--- src/rtl/calc_op_sequencer.sv ---
// ---------------------------------------------------------------------------
// calc_op_sequencer
//
// Host-side initiator for the 8-bit accumulator calculator. Buffers
// {opcode, operand} commands in a small FIFO, issues each one to the
// calculator with a one-cycle strobe, waits SETTLE cycles, captures the
// calculator result and {overflow,neg,zero} flags, and presents them on a
// valid/ready response channel. Opcodes 4'hB and 4'hC are unsupported: they
// are never issued and are answered immediately with rsp_illegal set.
//
// Parameters
//   DEPTH   command FIFO entries (power of 2, >= 2)
//   SETTLE  cycles between strobe and result sampling (>= 1)
//
// Ports
//   clk           in   rising-edge clock
//   rst           in   asynchronous reset, active-high
//   cmd_valid     in   command offered
//   cmd_ready     out  FIFO can accept (not full)
//   cmd_op        in   [3:0] calculator opcode
//   cmd_operand   in   [7:0] operand
//   calc_operand  out  [7:0] to calculator operand input
//   calc_strobe   out  to calculator execute enable (one-cycle pulse)
//   calc_op       out  [3:0] to calculator opcode input
//   calc_result   in   [7:0] calculator accumulator output
//   calc_flags    in   [2:0] calculator {overflow,neg,zero}
//   rsp_valid     out  response held
//   rsp_ready     in   response consumed
//   rsp_result    out  [7:0] captured result
//   rsp_flags     out  [2:0] captured flags
//   rsp_op        out  [3:0] opcode that produced this response
//   rsp_illegal   out  response is for an unsupported opcode
//   busy          out  FSM not idle or FIFO non-empty
// ---------------------------------------------------------------------------
module calc_op_sequencer #(
  parameter int unsigned DEPTH  = 4,
  parameter int unsigned SETTLE = 1
) (
  input  logic       clk,
  input  logic       rst,
  input  logic       cmd_valid,
  output logic       cmd_ready,
  input  logic [3:0] cmd_op,
  input  logic [7:0] cmd_operand,
  output logic [7:0] calc_operand,
  output logic       calc_strobe,
  output logic [3:0] calc_op,
  input  logic [7:0] calc_result,
  input  logic [2:0] calc_flags,
  output logic       rsp_valid,
  input  logic       rsp_ready,
  output logic [7:0] rsp_result,
  output logic [2:0] rsp_flags,
  output logic [3:0] rsp_op,
  output logic       rsp_illegal,
  output logic       busy
);

  localparam int unsigned AW    = $clog2(DEPTH);
  localparam int unsigned CNT_W = AW + 1;
  localparam int unsigned WC_W  = $clog2(SETTLE) + 1;

  localparam logic [CNT_W-1:0] FULL_CNT    = CNT_W'(DEPTH);
  localparam logic [WC_W-1:0]  SETTLE_LAST = WC_W'(SETTLE - 1);

  typedef enum logic [2:0] {
    S_IDLE,
    S_ISSUE,
    S_WAIT,
    S_CAPTURE,
    S_HOLD
  } state_e;

  // -------------------------------------------------------------------------
  // Command FIFO
  // -------------------------------------------------------------------------
  logic [11:0]      mem_q [DEPTH];
  logic [AW-1:0]    wr_ptr_q, wr_ptr_d;
  logic [AW-1:0]    rd_ptr_q, rd_ptr_d;
  logic [CNT_W-1:0] count_q,  count_d;

  logic       full;
  logic       empty;
  logic       push;
  logic       pop;
  logic [3:0] head_op;
  logic [7:0] head_operand;
  logic       head_illegal;

  always_comb begin
    full         = (count_q == FULL_CNT);
    empty        = (count_q == '0);
    push         = cmd_valid & ~full;
    head_op      = mem_q[rd_ptr_q][11:8];
    head_operand = mem_q[rd_ptr_q][7:0];
    head_illegal = (head_op == 4'hB) || (head_op == 4'hC);
  end

  always_comb begin
    wr_ptr_d = wr_ptr_q;
    rd_ptr_d = rd_ptr_q;
    count_d  = count_q;
    if (push) begin
      wr_ptr_d = wr_ptr_q + AW'(1);
    end
    if (pop) begin
      rd_ptr_d = rd_ptr_q + AW'(1);
    end
    unique case ({push, pop})
      2'b10:   count_d = count_q + CNT_W'(1);
      2'b01:   count_d = count_q - CNT_W'(1);
      default: count_d = count_q;
    endcase
  end

  // Storage needs no reset: an entry is only read after it has been written.
  always_ff @(posedge clk) begin
    if (push) begin
      mem_q[wr_ptr_q] <= {cmd_op, cmd_operand};
    end
  end

  always_ff @(posedge clk or posedge rst) begin
    if (rst) begin
      wr_ptr_q <= '0;
      rd_ptr_q <= '0;
      count_q  <= '0;
    end else begin
      wr_ptr_q <= wr_ptr_d;
      rd_ptr_q <= rd_ptr_d;
      count_q  <= count_d;
    end
  end

  // -------------------------------------------------------------------------
  // Sequencer FSM
  // -------------------------------------------------------------------------
  state_e          state_q, state_d;
  logic [WC_W-1:0] wait_cnt_q, wait_cnt_d;

  logic [3:0] calc_op_q,      calc_op_d;
  logic [7:0] calc_operand_q, calc_operand_d;
  logic       rsp_valid_q,    rsp_valid_d;
  logic [7:0] rsp_result_q,   rsp_result_d;
  logic [2:0] rsp_flags_q,    rsp_flags_d;
  logic [3:0] rsp_op_q,       rsp_op_d;
  logic       rsp_illegal_q,  rsp_illegal_d;

  // State register (also holds the issue and response registers).
  always_ff @(posedge clk or posedge rst) begin
    if (rst) begin
      state_q        <= S_IDLE;
      wait_cnt_q     <= '0;
      calc_op_q      <= '0;
      calc_operand_q <= '0;
      rsp_valid_q    <= 1'b0;
      rsp_result_q   <= '0;
      rsp_flags_q    <= '0;
      rsp_op_q       <= '0;
      rsp_illegal_q  <= 1'b0;
    end else begin
      state_q        <= state_d;
      wait_cnt_q     <= wait_cnt_d;
      calc_op_q      <= calc_op_d;
      calc_operand_q <= calc_operand_d;
      rsp_valid_q    <= rsp_valid_d;
      rsp_result_q   <= rsp_result_d;
      rsp_flags_q    <= rsp_flags_d;
      rsp_op_q       <= rsp_op_d;
      rsp_illegal_q  <= rsp_illegal_d;
    end
  end

  // Next-state logic. The head entry is popped only when leaving IDLE.
  always_comb begin
    state_d    = state_q;
    wait_cnt_d = wait_cnt_q;
    pop        = 1'b0;
    unique case (state_q)
      S_IDLE: begin
        if (!empty) begin
          pop     = 1'b1;
          state_d = head_illegal ? S_HOLD : S_ISSUE;
        end
      end
      S_ISSUE: begin
        wait_cnt_d = '0;
        state_d    = S_WAIT;
      end
      S_WAIT: begin
        if (wait_cnt_q == SETTLE_LAST) begin
          state_d = S_CAPTURE;
        end else begin
          wait_cnt_d = wait_cnt_q + WC_W'(1);
        end
      end
      S_CAPTURE: begin
        state_d = S_HOLD;
      end
      S_HOLD: begin
        if (rsp_valid_q && rsp_ready) begin
          state_d = S_IDLE;
        end
      end
      default: begin
        state_d = S_IDLE;
      end
    endcase
  end

  // Output logic: issue/response register loads plus the decoded outputs.
  // The strobe is decoded from the state so an asynchronous reset drops it
  // immediately.
  always_comb begin
    calc_op_d      = calc_op_q;
    calc_operand_d = calc_operand_q;
    rsp_valid_d    = rsp_valid_q;
    rsp_result_d   = rsp_result_q;
    rsp_flags_d    = rsp_flags_q;
    rsp_op_d       = rsp_op_q;
    rsp_illegal_d  = rsp_illegal_q;
    unique case (state_q)
      S_IDLE: begin
        if (!empty) begin
          if (head_illegal) begin
            // Answered without touching the calculator; result is left as is.
            rsp_valid_d   = 1'b1;
            rsp_illegal_d = 1'b1;
            rsp_flags_d   = '0;
            rsp_op_d      = head_op;
          end else begin
            calc_op_d      = head_op;
            calc_operand_d = head_operand;
          end
        end
      end
      S_CAPTURE: begin
        rsp_valid_d   = 1'b1;
        rsp_illegal_d = 1'b0;
        rsp_result_d  = calc_result;
        rsp_flags_d   = calc_flags;
        rsp_op_d      = calc_op_q;
      end
      S_HOLD: begin
        if (rsp_valid_q && rsp_ready) begin
          rsp_valid_d = 1'b0;
        end
      end
      default: begin
      end
    endcase

    cmd_ready    = ~full;
    calc_strobe  = (state_q == S_ISSUE);
    calc_op      = calc_op_q;
    calc_operand = calc_operand_q;
    rsp_valid    = rsp_valid_q;
    rsp_result   = rsp_result_q;
    rsp_flags    = rsp_flags_q;
    rsp_op       = rsp_op_q;
    rsp_illegal  = rsp_illegal_q;
    busy         = (state_q != S_IDLE) || !empty;
  end

endmodule

--- config.mk ---
export PLATFORM = sky130hd
export DESIGN_NAME = calc_op_sequencer
export DESIGN_NICKNAME = d
export VERILOG_FILES = /design/src/rtl/calc_op_sequencer.sv
export SDC_FILE = /design/constraint.sdc
export NUM_CORES = 1
export LEC_CHECK = 0
export CAP_MARGIN = 30
export CORE_MARGIN = 2
export CORE_UTILIZATION = 35
export DETAILED_ROUTE_END_ITERATION = 10
export SLEW_MARGIN = 40
export SYNTH_ARGS = -nofsm -noshare
export SYNTH_HDL_FRONTEND = slang
export SYNTH_SLANG_ARGS = --single-unit
--- constraint.sdc ---
create_clock -name clk -period 2.1 [get_ports clk]
set_clock_uncertainty 0.1 [all_clocks]
set_input_delay 0.21 -clock clk [delete_from_list [all_inputs] [get_ports clk]]
set_output_delay 0.21 -clock clk [all_outputs]
set_load 0.01 [all_outputs]
-- Yosys cells after proc, flatten, opt, wreduce, memory -nomap -nowiden
Memories as Yosys holds them, arrays and structs flattened.
Cells that the tools add are included.
- memories kept: 1
- input bits: 27
- flip-flop bits (word level): 40
- output and inout bits: 32
- word-level logic and storage cells: 73
- RAM bits: 48
- memories (memory ; words ; width ; read ports ; clocked after memory_dff ; write ports ; line ; RTL):
    mem_q ; 4 ; 12 ; 1 ; 0 ; 1 ; 77 ; logic [11:0] mem_q [DEPTH];
- bitwise gates (word level): 4
- add/sub/neg operators: 5
- mux-type cells: 23
- equal/unequal tests: 13
- reduce and logical (&&, ||, !) cells: 15
- operators with widths (operator ; count):
    2-to-1 mux 3 bit ; 6
    case mux 3 bit (5 select lines) ; 1
    case mux 3 bit (2 select lines) ; 2
    AND reduction 3 bit ; 3
    equality test 4 bit (second input constant) ; 2
    2-to-1 mux 1 bit ; 8
    2-to-1 mux 4 bit ; 2
    != test 2 bit (second input constant) ; 4
    case mux 4 bit (2 select lines) ; 1
    equality test 3 x 2 -> 1 bit (second input constant) ; 2
    equality test 3 bit (second input constant) ; 2
    zero test 3 bit ; 2
    nonzero test 2 bit ; 3
    nonzero test 3 bit ; 2
    adder 2 x 1 -> 2 bit (second input constant) ; 2
    case mux 1 bit (2 select lines) ; 2
    AND reduction 4 bit ; 1
    adder 3 x 1 -> 3 bit (second input constant) ; 1
    equality test 3 x 1 -> 1 bit (second input constant) ; 1
    inverter 1 bit ; 3
    case mux 1 bit (3 select lines) ; 1
    subtractor 3 x 1 -> 3 bit (second input constant) ; 1
    equality test 2 x 1 -> 1 bit (second input constant) ; 1
    equality test 2 bit (second input constant) ; 1
    5 further kinds ; 6

-- Depth between registers and ports, before layout
Gate-level depths: netlist of run 1.
An unclocked memory read counts as a cell.
- word-level depth: 6
- depth in mapped cells: 9
- depth with buffers taken out: 9

-- Worst setup path after synthesis of run 1
No wires, ideal clock.
- kind: register -> register
- from: register state_q[2]
- to: register count_q[2]
- arrival time: 2114 ps
- required time: 1921 ps
- buffers on the path: 1
- setup time: 79 ps
- path slack: -193 ps
- cell stages (with the launch flop): 9
- period minus slack after synthesis: 2293 ps
- cells stage by stage: dfrtp_1 > clkbuf_1 > nor4_2 > ha_1 > inv_1 > fa_1 > xor2_1 > nor2_1 > xor2_1
- cells in the longest elaborated chain, start to end: 4
- elaborated cells between the ends (all ways): 6
- those cells by class: eq/ne: 2; mux: 2; reduce/logical: 2
- ends and longest elaborated chain (item ; line ; RTL):
    start, declared ; 138 ; state_e state_q, state_d;
    start signal, assigned ; 162 ; state_q <= state_d;
    zero test 3 bit (*) ; 179 ; unique case (state_q)
    2-to-1 mux 1 bit (*) ; 179 ;
    named net pop ; 85 ; logic pop;
    equality test 2 x 1 -> 1 bit / equality test 2 bit (equally long branches) ; 109 ; unique case ({push, pop})
    case mux 3 bit (2 select lines) / nonzero test 2 bit (equally long branches) ; - ;
    end signal, assigned ; 131 ; count_q <= count_d;
    end, declared ; 80 ; logic [CNT_W-1:0] count_q, count_d;
The timed path passes the listed nets; every way through them passes the cells marked *.
A chain may end at the register's enable or synchronous reset.

-- Final worst setup path of run 1
- from: register rd_ptr_q[0]
- to: register calc_operand_q[7] (netlist: calc_operand[7]) (read register of mem_q)
- cells in the longest elaborated chain, start to end: 5
- elaborated cells between the ends (all ways): 6
- those cells by class: eq/ne: 2; bitwise: 1; reduce/logical: 2; memory: 1
- ends and longest elaborated chain (item ; line ; RTL):
    start, declared ; 79 ; logic [AW-1:0] rd_ptr_q, rd_ptr_d;
    start signal, assigned ; 130 ; rd_ptr_q <= rd_ptr_d;
    memory (4 x 12 bit) (*) ; - ;
    equality test 4 bit ; 96 ; head_illegal = (head_op == 4'hB) || (head_op == 4'hC);
    logical OR 1 bit ; 96 ;
    inverter 1 bit (no line) ; - ;
    AND reduction 3 bit (no line) ; - ;
    end, declared ; 142 ; logic [7:0] calc_operand_q, calc_operand_d;
Every way passes the cells marked *; elsewhere a longest branch is shown, timed or not.

==> impl_results.html, run 1 <==
<table>
<tr><th>Metric</th><th>Value</th></tr>
<tr><th colspan="2">Status</th></tr>
<tr><td>Status</td><td>complete, no violations</td></tr>
<tr><th colspan="2">Final layout</th></tr>
<tr><td>Final layout net count</td><td>312</td></tr>
<tr><td>Share of final-layout standard cells stronger than drive strength 1</td><td>0.3028</td></tr>
<tr><td>Filler cells</td><td>849</td></tr>
<tr><td>Layout Area Growth over Synthesis</td><td>33.67%</td></tr>
<tr><td>Antenna fix cells</td><td>0</td></tr>
<tr><th colspan="2">Synth</th></tr>
<tr><td>Number of instances in the synthesized netlist</td><td>194</td></tr>
<tr><td>Ys Warns</td><td>0</td></tr>
<tr><td>Count of flip-flops with a built-in enable after synthesis</td><td>48</td></tr>
<tr><td>Multiplexer area fraction after synthesis</td><td>0.1595</td></tr>
<tr><td>Share of synthesized area occupied by flip-flops and latches</td><td>0.6957</td></tr>
<tr><td>Ys flop type</td><td>sky130_fd_sc_hd__edfxtp_1</td></tr>
<tr><td>Largest family of logic cells by synthesized area</td><td>multiplexers</td></tr>
<tr><td>Xor-xnor portion of the synthesized cell area</td><td>0.01764</td></tr>
<tr><td>Synth Cell Area</td><td>3475 um^2</td></tr>
<tr><td>Most common library cells after synthesis</td><td>sky130_fd_sc_hd__edfxtp_1, sky130_fd_sc_hd__dfrtp_1, sky130_fd_sc_hd__mux4_2</td></tr>
<tr><td>Cell types with the largest area share after synthesis</td><td>sky130_fd_sc_hd__edfxtp_1, sky130_fd_sc_hd__dfrtp_1, sky130_fd_sc_hd__mux4_2, sky130_fd_sc_hd__mux2_4, sky130_fd_sc_hd__mux2_2</td></tr>
<tr><td>Cell taking the most area after synthesis</td><td>sky130_fd_sc_hd__edfxtp_1</td></tr>
<tr><td>Fraction of registers with async set or reset after synthesis</td><td>0.4483</td></tr>
<tr><td>Area share of and/or/nand/nor cells after synthesis</td><td>0.04933</td></tr>
<tr><td>Synth Area in Adders</td><td>0.02377</td></tr>
<tr><td>Compound-gate portion of the synthesized area</td><td>0.03277</td></tr>
<tr><td>Fraction of synthesized cell area taken by the top area cell type</td><td>0.4148</td></tr>
<tr><td>Net count of the mapped netlist</td><td>227</td></tr>
<tr><td>Count of unique library cells instantiated by Yosys</td><td>34</td></tr>
<tr><td>FF+latch count, synth</td><td>87</td></tr>
<tr><td>Cell with the most instances after synthesis</td><td>sky130_fd_sc_hd__edfxtp_1</td></tr>
<tr><td>Synthesized area per cell</td><td>17.91 um^2</td></tr>
<tr><th colspan="2">Floorplanning</th></tr>
<tr><td>Horizontal die dimension</td><td>103.6 um</td></tr>
<tr><td>Initial Util</td><td>0.3588</td></tr>
<tr><td>Num rows</td><td>36</td></tr>
<tr><td>IO Pins</td><td>59</td></tr>
<tr><td>Placeable Area</td><td>9684 um^2</td></tr>
<tr><td>Total Die Area</td><td>10740 um^2</td></tr>
<tr><td>Die height</td><td>103.6 um</td></tr>
<tr><th colspan="2">Worst setup path</th></tr>
<tr><td>Worst setup SP type</td><td>register</td></tr>
<tr><td>Arrival time of the worst setup path</td><td>2190 ps</td></tr>
<tr><td>Critical Path RT</td><td>2240 ps</td></tr>
<tr><td>Critical path peak fanout</td><td>12</td></tr>
<tr><td>Critical path endpoint category</td><td>register</td></tr>
<tr><td>Class of the most critical setup path</td><td>reg2reg</td></tr>
<tr><th colspan="2">STA</th></tr>
<tr><td>Final Cycle Share</td><td>0.9755</td></tr>
<tr><td>Relative slew margins</td><td>0.6634</td></tr>
<tr><td>Final setup fails</td><td>0</td></tr>
<tr><td>Slew Viols, Final</td><td>0</td></tr>
<tr><td>Slack of the critical path</td><td>51.40 ps</td></tr>
<tr><td>RSZ-0062 raised after global routing</td><td>true</td></tr>
<tr><td>Highest clock rate</td><td>0.4881 GHz</td></tr>
<tr><td>Number of hold violations in the final report</td><td>0</td></tr>
<tr><td>Final Critical Period</td><td>2049 ps</td></tr>
<tr><td>Slew at the pin closest to its max-slew limit</td><td>504.9 ps</td></tr>
<tr><th colspan="2">Clock tree</th></tr>
<tr><td>Number of hold-repair buffers added at the cts stage</td><td>0</td></tr>
<tr><td>Clock sinks</td><td>87</td></tr>
<tr><td>CTS buffer count</td><td>9</td></tr>
<tr><td>Worst-path clk slew</td><td>90 ps</td></tr>
<tr><td>Clock tree from TritonCTS</td><td>yes</td></tr>
<tr><td>Clock latency on the worst-skew pair</td><td>360 ps</td></tr>
<tr><td>H-tree lvl count</td><td>3</td></tr>
<tr><td>Max Root-Sink Buffers</td><td>2</td></tr>
<tr><td>Library cell used as clock root buffer</td><td>sky130_fd_sc_hd__clkbuf_8</td></tr>
<tr><th colspan="2">Global route</th></tr>
<tr><td>Aggregate global routing overflow</td><td>0</td></tr>
<tr><td>First-pass GRT wire length</td><td>10550 um</td></tr>
<tr><td>Vias in the first global route</td><td>2035</td></tr>
<tr><td>Layer carrying the most global-route usage</td><td>met2</td></tr>
<tr><td>Maximum number of pins on one net before global-route repair</td><td>40</td></tr>
<tr><td>Initial antenna violation count</td><td>0</td></tr>
<tr><td>GR Util All Layers</td><td>0.1264</td></tr>
<tr><td>Global-route track usage on met3</td><td>0.04216</td></tr>
<tr><td>GRT met1 Usage</td><td>0.1591</td></tr>
<tr><td>Global Route met2 Usage</td><td>0.2029</td></tr>
<tr><th colspan="2">Detailed routing</th></tr>
<tr><td>Starting DRC count in detailed routing</td><td>70</td></tr>
<tr><td>Vias per cell</td><td>4.619</td></tr>
<tr><td>Final Routed Wirelength</td><td>6329 um</td></tr>
<tr><td>First drt pass iteration count</td><td>4</td></tr>
<tr><td>Vias after detailed routing</td><td>1926</td></tr>
<tr><td>Routed WL per cell</td><td>15.18 um</td></tr>
<tr><td>Remaining DRCs</td><td>0</td></tr>
<tr><td>Final antenna-violating net count</td><td>0</td></tr>
<tr><th colspan="2">Power and ir drop</th></tr>
<tr><td>Leakage power summed over all cells</td><td>1.817 nW</td></tr>
<tr><td>VDD IR max</td><td>0.4545 mV</td></tr>
<tr><td>Power per Cell Area</td><td>1546 nW/um^2</td></tr>
<tr><td>Final total power</td><td>7.179 mW</td></tr>
<tr><th colspan="2">Placed design</th></tr>
<tr><td>Final weighted congestion of routability-driven global placement</td><td>0.7267</td></tr>
<tr><td># port buffers</td><td>58</td></tr>
<tr><td>Post-place setup slack</td><td>-45.01 ps</td></tr>
<tr><td>Post-detailed-placement half-perimeter wirelength</td><td>4339 um</td></tr>
<tr><th colspan="2">Flow run</th></tr>
<tr><td>Reported max-cap violation count</td><td>0</td></tr>
<tr><th colspan="2">Hold path</th></tr>
<tr><td>Min-delay worst type</td><td>in2async</td></tr>
</table>
==> worst paths after layout <==
check,startpoint,endpoint,slack [ps],cells after the start
setup / recovery,rd_ptr_q[0],calc_operand[7],50,4
hold / removal,rst,rsp_result[5],180,3
setup reg to reg,rd_ptr_q[0],calc_operand[7],50,4
hold reg to reg,rsp_flags[1],rsp_flags[1],400,1
max in group asynchronous,rst,rd_ptr_q[0],1330,3
min in group clk,calc_result[2],rsp_result[2],370,2
==> where the power goes <==
group / leakage (nW) / switching (mW) / internal, mW
combinational: 0.797 / 1.24 / 1.80
sequential: 0.900 / 0.331 / 2.42
clock: 0.120 / 0.597 / 0.794
total: 1.82 / 2.17 / 5.01
==> per-stage QoR <==
step	std cells	util	hold slack, ps	instance area (um^2)	TNS [ps]
after CTS	416	0.4758	181.0	4608	0
final	417	0.4796	177.9	4644	0
after floorplan	194	-	208.9	3498	0
after detailed placement	399	0.4495	381.6	4353	-262.7
after global placement	399	0.4495	382.0	4353	-46.32
after global routing	417	0.4796	245.3	4644	-602.1
==> cell usage in the layout, fill, tap and decap left out, drive strengths merged, types with 3 or more instances in the layout <==
cell,instances
nand2,8
xor2,3
xnor2,4
ha,5
dfrtp,39
and3,7
a221o,3
buf,24
a21oi,4
a22o,3
nor3,3
bufinv,3
mux4,12
clkdlybuf4s50,56
mux2,21
nor2,5
inv,8
clkbuf,9
edfxtp,48
==> what timing repair did <==
action | CTS | global route
setup buffers | 1 | 2
gates cloned | 0 | 0
setup endpoints to repair | 17 | 21
gates resized for setup | 2 | 9
pin swaps | 2 | 6
==> critical path, cell delays in order, from the launching register on <==
cell and delay, ps:
sky130_fd_sc_hd__dfrtp_2 450, sky130_fd_sc_hd__mux4_2 550, sky130_fd_sc_hd__nand4b_1 140, sky130_fd_sc_hd__and3_4 350
sky130_fd_sc_hd__mux2_2 360
==> logic make-up (layout without fill, tap and decap cells) <==
kind of cell             count (synthesis)  in the layout
AO/OA/AOI/OAI                           15             15
multiplexers                            34             34
adder cells (fa/ha/maj)                  6              6
XOR/XNOR                                 7              7
flip-flops                              87             87
buffers and inverters                   15            105
AND/OR/NAND/NOR                         30             30
==> metal layers <==
layer | part of all wire | up-vias
li1 | - | 907
met1 | 0.45 | 959
met2 | 0.48 | 51
met3 | 0.051 | 9
met4 | 0.014 | 0
met5 | 0 | -
==> area by class of cell <==
cell class / instances / area [um^2] / share of cell area
clock inverter: 7 / 120.1 / 0.02586
multi-input combinational: 92 / 1023 / 0.2204
inverter: 7 / 26.28 / 0.005657
sequential: 87 / 2419 / 0.5207
clock buffer: 9 / 123.9 / 0.02667
timing repair buffer: 82 / 765.7 / 0.1649
tap: 133 / 166.4 / 0.03583
==> state kept, by name, summed over array words and instances, names as in the netlist <==
register and count:
calc_op 4, calc_operand 8, count_q 3, mem_q 48, rd_ptr_q 2, rsp_flags 3, rsp_illegal 1, rsp_op 4
rsp_result 8, rsp_valid 1, state_q 3, wr_ptr_q 2
No activity file was read; power rests on OpenSTA's default activity.
==> inputs of run 2 (changes only) <==
--- a/config.mk
+++ b/config.mk
@@ -9,6 +9,8 @@
 export CORE_MARGIN = 2
 export CORE_UTILIZATION = 35
 export DETAILED_ROUTE_END_ITERATION = 10
+export HOLD_SLACK_MARGIN = 0.06
+export SKIP_CTS_REPAIR_TIMING = 1
 export SLEW_MARGIN = 40
 export SYNTH_ARGS = -nofsm -noshare
 export SYNTH_HDL_FRONTEND = slang
==> run 2 against run 1 <==
  * Routed wire length down 0.41%
  * Critical path depth unchanged
  * Register-to-register slack hardly changed
  * Largest cell class unchanged
  * Final cell count down 0.48%
  * Setup slack worse by 0.62 ps
  * Critical endpoint unchanged
  * First-iteration DRC count grew 19%
  * Highest routed layer unchanged
==> impl_results.html, run 2 (synthesized netlist as in run 1, its figures left out) <==
<table>
<tr><th>Metric</th><th>Value</th></tr>
<tr><th colspan="2">Clock tree</th></tr>
<tr><td>Clock latency on the worst-skew pair</td><td>350 ps</td></tr>
<tr><td>Library cell used as clock root buffer</td><td>sky130_fd_sc_hd__clkbuf_8</td></tr>
<tr><td>H-tree lvl count</td><td>3</td></tr>
<tr><td>Worst-path clk slew</td><td>90 ps</td></tr>
<tr><td>CTS buffer count</td><td>9</td></tr>
<tr><td>Max Root-Sink Buffers</td><td>2</td></tr>
<tr><td>Clock tree from TritonCTS</td><td>yes</td></tr>
<tr><td>Clock sinks</td><td>87</td></tr>
<tr><th colspan="2">STA</th></tr>
<tr><td>Final setup fails</td><td>0</td></tr>
<tr><td>Slack of the critical path</td><td>50.78 ps</td></tr>
<tr><td>WHS</td><td>177.1 ps</td></tr>
<tr><td>Highest clock rate</td><td>0.4880 GHz</td></tr>
<tr><td>Relative slew margins</td><td>0.6677</td></tr>
<tr><td>RSZ-0062 raised after global routing</td><td>true</td></tr>
<tr><td>Slew Viols, Final</td><td>0</td></tr>
<tr><td>Final Cycle Share</td><td>0.9758</td></tr>
<tr><td>Slew at the pin closest to its max-slew limit</td><td>498.4 ps</td></tr>
<tr><td>Number of hold violations in the final report</td><td>0</td></tr>
<tr><td>Final Critical Period</td><td>2049 ps</td></tr>
<tr><th colspan="2">Global route</th></tr>
<tr><td>Global-route track usage on met3</td><td>0.04216</td></tr>
<tr><td>GR Util All Layers</td><td>0.1256</td></tr>
<tr><td>Layer carrying the most global-route usage</td><td>met2</td></tr>
<tr><td>GRT met1 Usage</td><td>0.1575</td></tr>
<tr><td>Initial antenna violation count</td><td>0</td></tr>
<tr><td>First-pass GRT wire length</td><td>10470 um</td></tr>
<tr><td>Vias in the first global route</td><td>2021</td></tr>
<tr><td>Aggregate global routing overflow</td><td>0</td></tr>
<tr><td>Global Route met2 Usage</td><td>0.2020</td></tr>
<tr><td>Maximum number of pins on one net before global-route repair</td><td>40</td></tr>
<tr><th colspan="2">Final layout</th></tr>
<tr><td>Multi-input combinational cell area</td><td>1018 um^2</td></tr>
<tr><td>Final layout net count</td><td>310</td></tr>
<tr><td>Antenna fix cells</td><td>0</td></tr>
<tr><td>Area of all sequential standard cells</td><td>2419 um^2</td></tr>
<tr><td>Register ranked first by flip-flop count</td><td>mem_q</td></tr>
<tr><td>Leading cell types in the layout, fill and taps excluded</td><td>sky130_fd_sc_hd__clkdlybuf4s50_1, sky130_fd_sc_hd__edfxtp_1, sky130_fd_sc_hd__dfrtp_1</td></tr>
<tr><td>Share of final-layout standard cells stronger than drive strength 1</td><td>0.2943</td></tr>
<tr><td>Commonest non-fill, non-tap cell in the layout</td><td>sky130_fd_sc_hd__clkdlybuf4s50_1</td></tr>
<tr><td>Layout Area Growth over Synthesis</td><td>33.09%</td></tr>
<tr><td>Max FFs per register</td><td>48</td></tr>
<tr><td>Final Non-Filler Cells</td><td>415</td></tr>
<tr><td>Filler cells</td><td>847</td></tr>
<tr><th colspan="2">Placed design</th></tr>
<tr><td>Placed Cells incl. Taps</td><td>399</td></tr>
<tr><td># port buffers</td><td>58</td></tr>
<tr><td>Final weighted congestion of routability-driven global placement</td><td>0.7267</td></tr>
<tr><td>Post-detailed-placement half-perimeter wirelength</td><td>4339 um</td></tr>
<tr><td>Post-place setup slack</td><td>-45.01 ps</td></tr>
<tr><th colspan="2">Detailed routing</th></tr>
<tr><td>Remaining DRCs</td><td>0</td></tr>
<tr><td>Final Routed Wirelength</td><td>6303 um</td></tr>
<tr><td>Vias per cell</td><td>4.607</td></tr>
<tr><td>Starting DRC count in detailed routing</td><td>83</td></tr>
<tr><td>First drt pass iteration count</td><td>4</td></tr>
<tr><td>Routed WL per cell</td><td>15.19 um</td></tr>
<tr><td>Vias after detailed routing</td><td>1912</td></tr>
<tr><td>Final antenna-violating net count</td><td>0</td></tr>
<tr><th colspan="2">Worst setup path</th></tr>
<tr><td>Class of the most critical setup path</td><td>reg2reg</td></tr>
<tr><td>Arrival time of the worst setup path</td><td>2190 ps</td></tr>
<tr><td>Critical path peak fanout</td><td>12</td></tr>
<tr><td>Reg-to-reg setup timing slack</td><td>50 ps</td></tr>
<tr><td>Capture point of the worst reg-to-reg path</td><td>calc_operand[7]</td></tr>
<tr><td>Critical Path RT</td><td>2240 ps</td></tr>
<tr><td>Reg-to-reg critical path startpoint</td><td>rd_ptr_q[0]</td></tr>
<tr><td>Worst setup SP type</td><td>register</td></tr>
<tr><td>Number of buffer and inverter instances along the worst setup path</td><td>0</td></tr>
<tr><td>Critical Path Slowest Stage Cell</td><td>sky130_fd_sc_hd__mux4_2</td></tr>
<tr><td>Critical path endpoint category</td><td>register</td></tr>
<tr><td>Kind of cell adding the most delay to the critical path</td><td>multiplexers</td></tr>
<tr><td>Number of cell instances on the worst register-to-register path</td><td>4</td></tr>
<tr><td>List of cells traversed by the critical path</td><td>mux4_2 &gt; nand4b_1 &gt; and3_4 &gt; mux2_2</td></tr>
<tr><td>Crit-path max cell delay</td><td>550 ps</td></tr>
<tr><th colspan="2">Flow run</th></tr>
<tr><td>Reported max-cap violation count</td><td>0</td></tr>
<tr><th colspan="2">Floorplanning</th></tr>
<tr><td>Die height</td><td>103.6 um</td></tr>
<tr><td>IO Pins</td><td>59</td></tr>
<tr><td>Num rows</td><td>36</td></tr>
<tr><td>Horizontal die dimension</td><td>103.6 um</td></tr>
<tr><td>Initial Util</td><td>0.3588</td></tr>
<tr><td>Total Die Area</td><td>10740 um^2</td></tr>
<tr><td>Placeable Area</td><td>9684 um^2</td></tr>
<tr><th colspan="2">Status</th></tr>
<tr><td>Status</td><td>complete, no violations</td></tr>
<tr><th colspan="2">Power and ir drop</th></tr>
<tr><td>VDD IR max</td><td>0.4548 mV</td></tr>
<tr><td>Final total power</td><td>7.145 mW</td></tr>
<tr><td>Power per Cell Area</td><td>1545 nW/um^2</td></tr>
<tr><td>Leakage power summed over all cells</td><td>1.806 nW</td></tr>
<tr><th colspan="2">Hold path</th></tr>
<tr><td>Min-delay worst type</td><td>in2async</td></tr>
</table>
-- run 2: cell types whose count changed in the layout (fill, tap and decap cells not counted), sizes merged --
cell,delta
buf,-2
-- run 2: how the worst max path moves through the flow --
| stage | slack (ps) | endpoint | cells past startpoint | start |
|---|---|---|---|---|
| finish | 50 | calc_operand[7] | 4 | rd_ptr_q[0] |
| global route | -80 | rsp_op[2] | 5 | rd_ptr_q[0] |
| CTS | -60 | calc_op[3] | 4 | rd_ptr_q[0] |
| detailed placement | -50 | calc_operand[7] | 4 | rd_ptr_q[0] |
| global placement | -20 | calc_op[3] | 4 | rd_ptr_q[0] |
| floorplan | 20 | count_q[2] | 8 | state_q[0] |
-- run 2: where the power goes --
| part | leakage [nW] | internal (mW) | total (mW) | switching (mW) |
|---|---|---|---|---|
| logic | 0.786 | 1.78 | 3.01 | 1.23 |
| registers | 0.900 | 2.42 | 2.75 | 0.330 |
| clock network | 0.120 | 0.794 | 1.39 | 0.595 |
| total | 1.81 | 4.99 | 7.14 | 2.15 |
-- run 2: layer usage --
metal,vias to the layer above,routed length [um]
met5,-,0
met1,949,2886
li1,903,-
met3,9,312
met2,51,3012
met4,0,93
-- run 2: layout make-up --
class	count	share of cell area
Sequential cell	87	0.5230
Multi-Input combinational cell	92	0.2202
Timing Repair Buffer	80	0.1623
Tap cell	133	0.03598
Clock buffer	9	0.02679
Clock inverter	7	0.02597
Inverter	7	0.005682
-- run 2: worst register-to-register path, delay by kind of cell (launching register included) --
kind             cells  cell delay [ps]
flip-flops           1              450
multiplexers         2              910
AND/OR/NAND/NOR      2              490
-- run 2: per-stage QoR --
step	util	TNS (ps)	cell area [um^2]
4_1_cts	0.4747	-517.9	4597
6_report	0.4775	0	4624
3_5_place_dp	0.4495	-262.7	4353
5_1_grt	0.4775	-617.5	4624
2_1_floorplan	-	0	3498
3_3_place_gp	0.4495	-46.32	4353
==> inputs of run 3 (changes only) <==
--- a/config.mk
+++ b/config.mk
@@ -10,6 +10,7 @@
 export CORE_UTILIZATION = 35
 export DETAILED_ROUTE_END_ITERATION = 10
 export HOLD_SLACK_MARGIN = 0.06
+export MAX_ROUTING_LAYER = met4
 export SKIP_CTS_REPAIR_TIMING = 1
 export SLEW_MARGIN = 40
 export SYNTH_ARGS = -nofsm -noshare
==> run 3 against run 2 <==
  * Critical path depth unchanged
  * Clock power about the same
  * Sequential power is essentially flat
  * Critical endpoint unchanged
  * Highest routed layer unchanged
==> impl_results.html, run 3 (synthesized netlist as in run 1, its figures left out) <==
<table>
<tr><th>Metric</th><th>Value</th></tr>
<tr><th colspan="2">STA</th></tr>
<tr><td>Final-layout setup total negative slack</td><td>0 ps</td></tr>
<tr><td>WHS</td><td>177.7 ps</td></tr>
<tr><td>Final Cycle Share</td><td>0.9758</td></tr>
<tr><td>Highest clock rate</td><td>0.4880 GHz</td></tr>
<tr><td>Slew Viols, Final</td><td>0</td></tr>
<tr><td>Relative slew margins</td><td>0.6697</td></tr>
<tr><td>Final Critical Period</td><td>2049 ps</td></tr>
<tr><td>Slew at the pin closest to its max-slew limit</td><td>495.5 ps</td></tr>
<tr><td>RSZ-0062 raised after global routing</td><td>true</td></tr>
<tr><td>Slack of the critical path</td><td>50.72 ps</td></tr>
<tr><td>Number of hold violations in the final report</td><td>0</td></tr>
<tr><td>Final setup fails</td><td>0</td></tr>
<tr><th colspan="2">Worst setup path</th></tr>
<tr><td>Class of the most critical setup path</td><td>reg2reg</td></tr>
<tr><td>Critical path endpoint category</td><td>register</td></tr>
<tr><td>Critical Path RT</td><td>2240 ps</td></tr>
<tr><td>Worst setup SP type</td><td>register</td></tr>
<tr><td>Critical path peak fanout</td><td>12</td></tr>
<tr><td>Arrival time of the worst setup path</td><td>2190 ps</td></tr>
<tr><th colspan="2">Global route</th></tr>
<tr><td>Aggregate global routing overflow</td><td>0</td></tr>
<tr><td>Layer carrying the most global-route usage</td><td>met2</td></tr>
<tr><td>Maximum number of pins on one net before global-route repair</td><td>40</td></tr>
<tr><td>Global-route track usage on met3</td><td>0.03839</td></tr>
<tr><td>First-pass GRT wire length</td><td>10460 um</td></tr>
<tr><td>GRT met1 Usage</td><td>0.1575</td></tr>
<tr><td>GR Util All Layers</td><td>0.1289</td></tr>
<tr><td>Global Route met2 Usage</td><td>0.2020</td></tr>
<tr><td>Vias in the first global route</td><td>2025</td></tr>
<tr><td>Initial antenna violation count</td><td>0</td></tr>
<tr><th colspan="2">Clock tree</th></tr>
<tr><td>Max Root-Sink Buffers</td><td>2</td></tr>
<tr><td>Clock sinks</td><td>87</td></tr>
<tr><td>Library cell used as clock root buffer</td><td>sky130_fd_sc_hd__clkbuf_8</td></tr>
<tr><td>Clock tree from TritonCTS</td><td>yes</td></tr>
<tr><td>CTS buffer count</td><td>9</td></tr>
<tr><td>Clock latency on the worst-skew pair</td><td>360 ps</td></tr>
<tr><td>Worst-path clk slew</td><td>90 ps</td></tr>
<tr><td>H-tree lvl count</td><td>3</td></tr>
<tr><th colspan="2">Floorplanning</th></tr>
<tr><td>Die height</td><td>103.6 um</td></tr>
<tr><td>Num rows</td><td>36</td></tr>
<tr><td>IO Pins</td><td>59</td></tr>
<tr><td>Horizontal die dimension</td><td>103.6 um</td></tr>
<tr><td>Placeable Area</td><td>9684 um^2</td></tr>
<tr><td>Initial Util</td><td>0.3588</td></tr>
<tr><td>Total Die Area</td><td>10740 um^2</td></tr>
<tr><th colspan="2">Final layout</th></tr>
<tr><td>Share of final-layout standard cells stronger than drive strength 1</td><td>0.2943</td></tr>
<tr><td>Register ranked first by flip-flop count</td><td>mem_q</td></tr>
<tr><td>Commonest non-fill, non-tap cell in the layout</td><td>sky130_fd_sc_hd__clkdlybuf4s50_1</td></tr>
<tr><td>Layout Area Growth over Synthesis</td><td>33.09%</td></tr>
<tr><td>Antenna fix cells</td><td>0</td></tr>
<tr><td>Final layout net count</td><td>310</td></tr>
<tr><td>Leading cell types in the layout, fill and taps excluded</td><td>sky130_fd_sc_hd__clkdlybuf4s50_1, sky130_fd_sc_hd__edfxtp_1, sky130_fd_sc_hd__dfrtp_1</td></tr>
<tr><td>Layout Cell Area excl Fill</td><td>4624 um^2</td></tr>
<tr><td>Max FFs per register</td><td>48</td></tr>
<tr><th colspan="2">Status</th></tr>
<tr><td>Status</td><td>complete, no violations</td></tr>
<tr><th colspan="2">Flow run</th></tr>
<tr><td>Reported max-cap violation count</td><td>0</td></tr>
<tr><th colspan="2">Detailed routing</th></tr>
<tr><td>Vias per cell</td><td>4.586</td></tr>
<tr><td>Starting DRC count in detailed routing</td><td>83</td></tr>
<tr><td>Routed WL per cell</td><td>15.18 um</td></tr>
<tr><td>First drt pass iteration count</td><td>4</td></tr>
<tr><td>Final antenna-violating net count</td><td>0</td></tr>
<tr><td>Remaining DRCs</td><td>0</td></tr>
<tr><td>Final Routed Wirelength</td><td>6301 um</td></tr>
<tr><td>Vias after detailed routing</td><td>1903</td></tr>
<tr><th colspan="2">Placed design</th></tr>
<tr><td>Post-detailed-placement half-perimeter wirelength</td><td>4339 um</td></tr>
<tr><td>Total placed instance area</td><td>4353 um^2</td></tr>
<tr><td>Final weighted congestion of routability-driven global placement</td><td>0.7353</td></tr>
<tr><td>Post-place setup slack</td><td>-45.01 ps</td></tr>
<tr><td># port buffers</td><td>58</td></tr>
<tr><th colspan="2">Hold path</th></tr>
<tr><td>Min-delay worst type</td><td>in2async</td></tr>
<tr><th colspan="2">Power and ir drop</th></tr>
<tr><td>VDD IR max</td><td>0.4561 mV</td></tr>
<tr><td>Leakage power summed over all cells</td><td>1.806 nW</td></tr>
<tr><td>Power per Cell Area</td><td>1546 nW/um^2</td></tr>
</table>
[run 3: final cells by class]
cell class                      count  area [um^2]
Inverter                            7        26.28
Fill cell                         847         5060
Timing Repair Buffer               80        750.7
Sequential cell                    87         2419
Tap cell                          133        166.4
Clock buffer                        9        123.9
Clock inverter                      7        120.1
Multi-Input combinational cell     92         1018
[run 3: layer usage]
layer  routed length [um]  vias up
met3                  324       11
met2                 2998       50
met5                    0        -
met1                 2872      940
met4                  106        0
li1                     -      902
[run 3: worst max-delay path, cell delays in order, from the launching register on]
cell                       delay [ps]
sky130_fd_sc_hd__dfrtp_2          450
sky130_fd_sc_hd__mux4_2           550
sky130_fd_sc_hd__nand4b_1         140
sky130_fd_sc_hd__and3_4           350
sky130_fd_sc_hd__mux2_2           360
[run 3: path summary, 6_finish.rpt]
check,slack [ps],cells past startpoint,start,end
worst min-delay path,180,3,rst,rsp_result[7]
min in group clk,370,2,calc_result[2],rsp_result[2]
worst max register to register,50,4,rd_ptr_q[0],calc_operand[7]
worst max-delay path,50,4,rd_ptr_q[0],calc_operand[7]
max in group asynchronous,1350,3,rst,rd_ptr_q[0]
worst min register to register,400,1,rsp_flags[1],rsp_flags[1]
[run 3: power breakdown]
part           switching (mW)  internal, mW
combinational            1.23          1.78
clock                   0.597         0.794
sequential              0.330          2.42
[run 3: stage by stage]
stage | util | cells | power [mW]
2_1_floorplan | - | 194 | 4.566
3_3_place_gp | 0.4495 | 399 | 5.737
3_5_place_dp | 0.4495 | 399 | 5.807
4_1_cts | 0.4747 | 415 | 7.222
5_1_grt | 0.4775 | 415 | 7.600
6_report | 0.4775 | 415 | 7.149
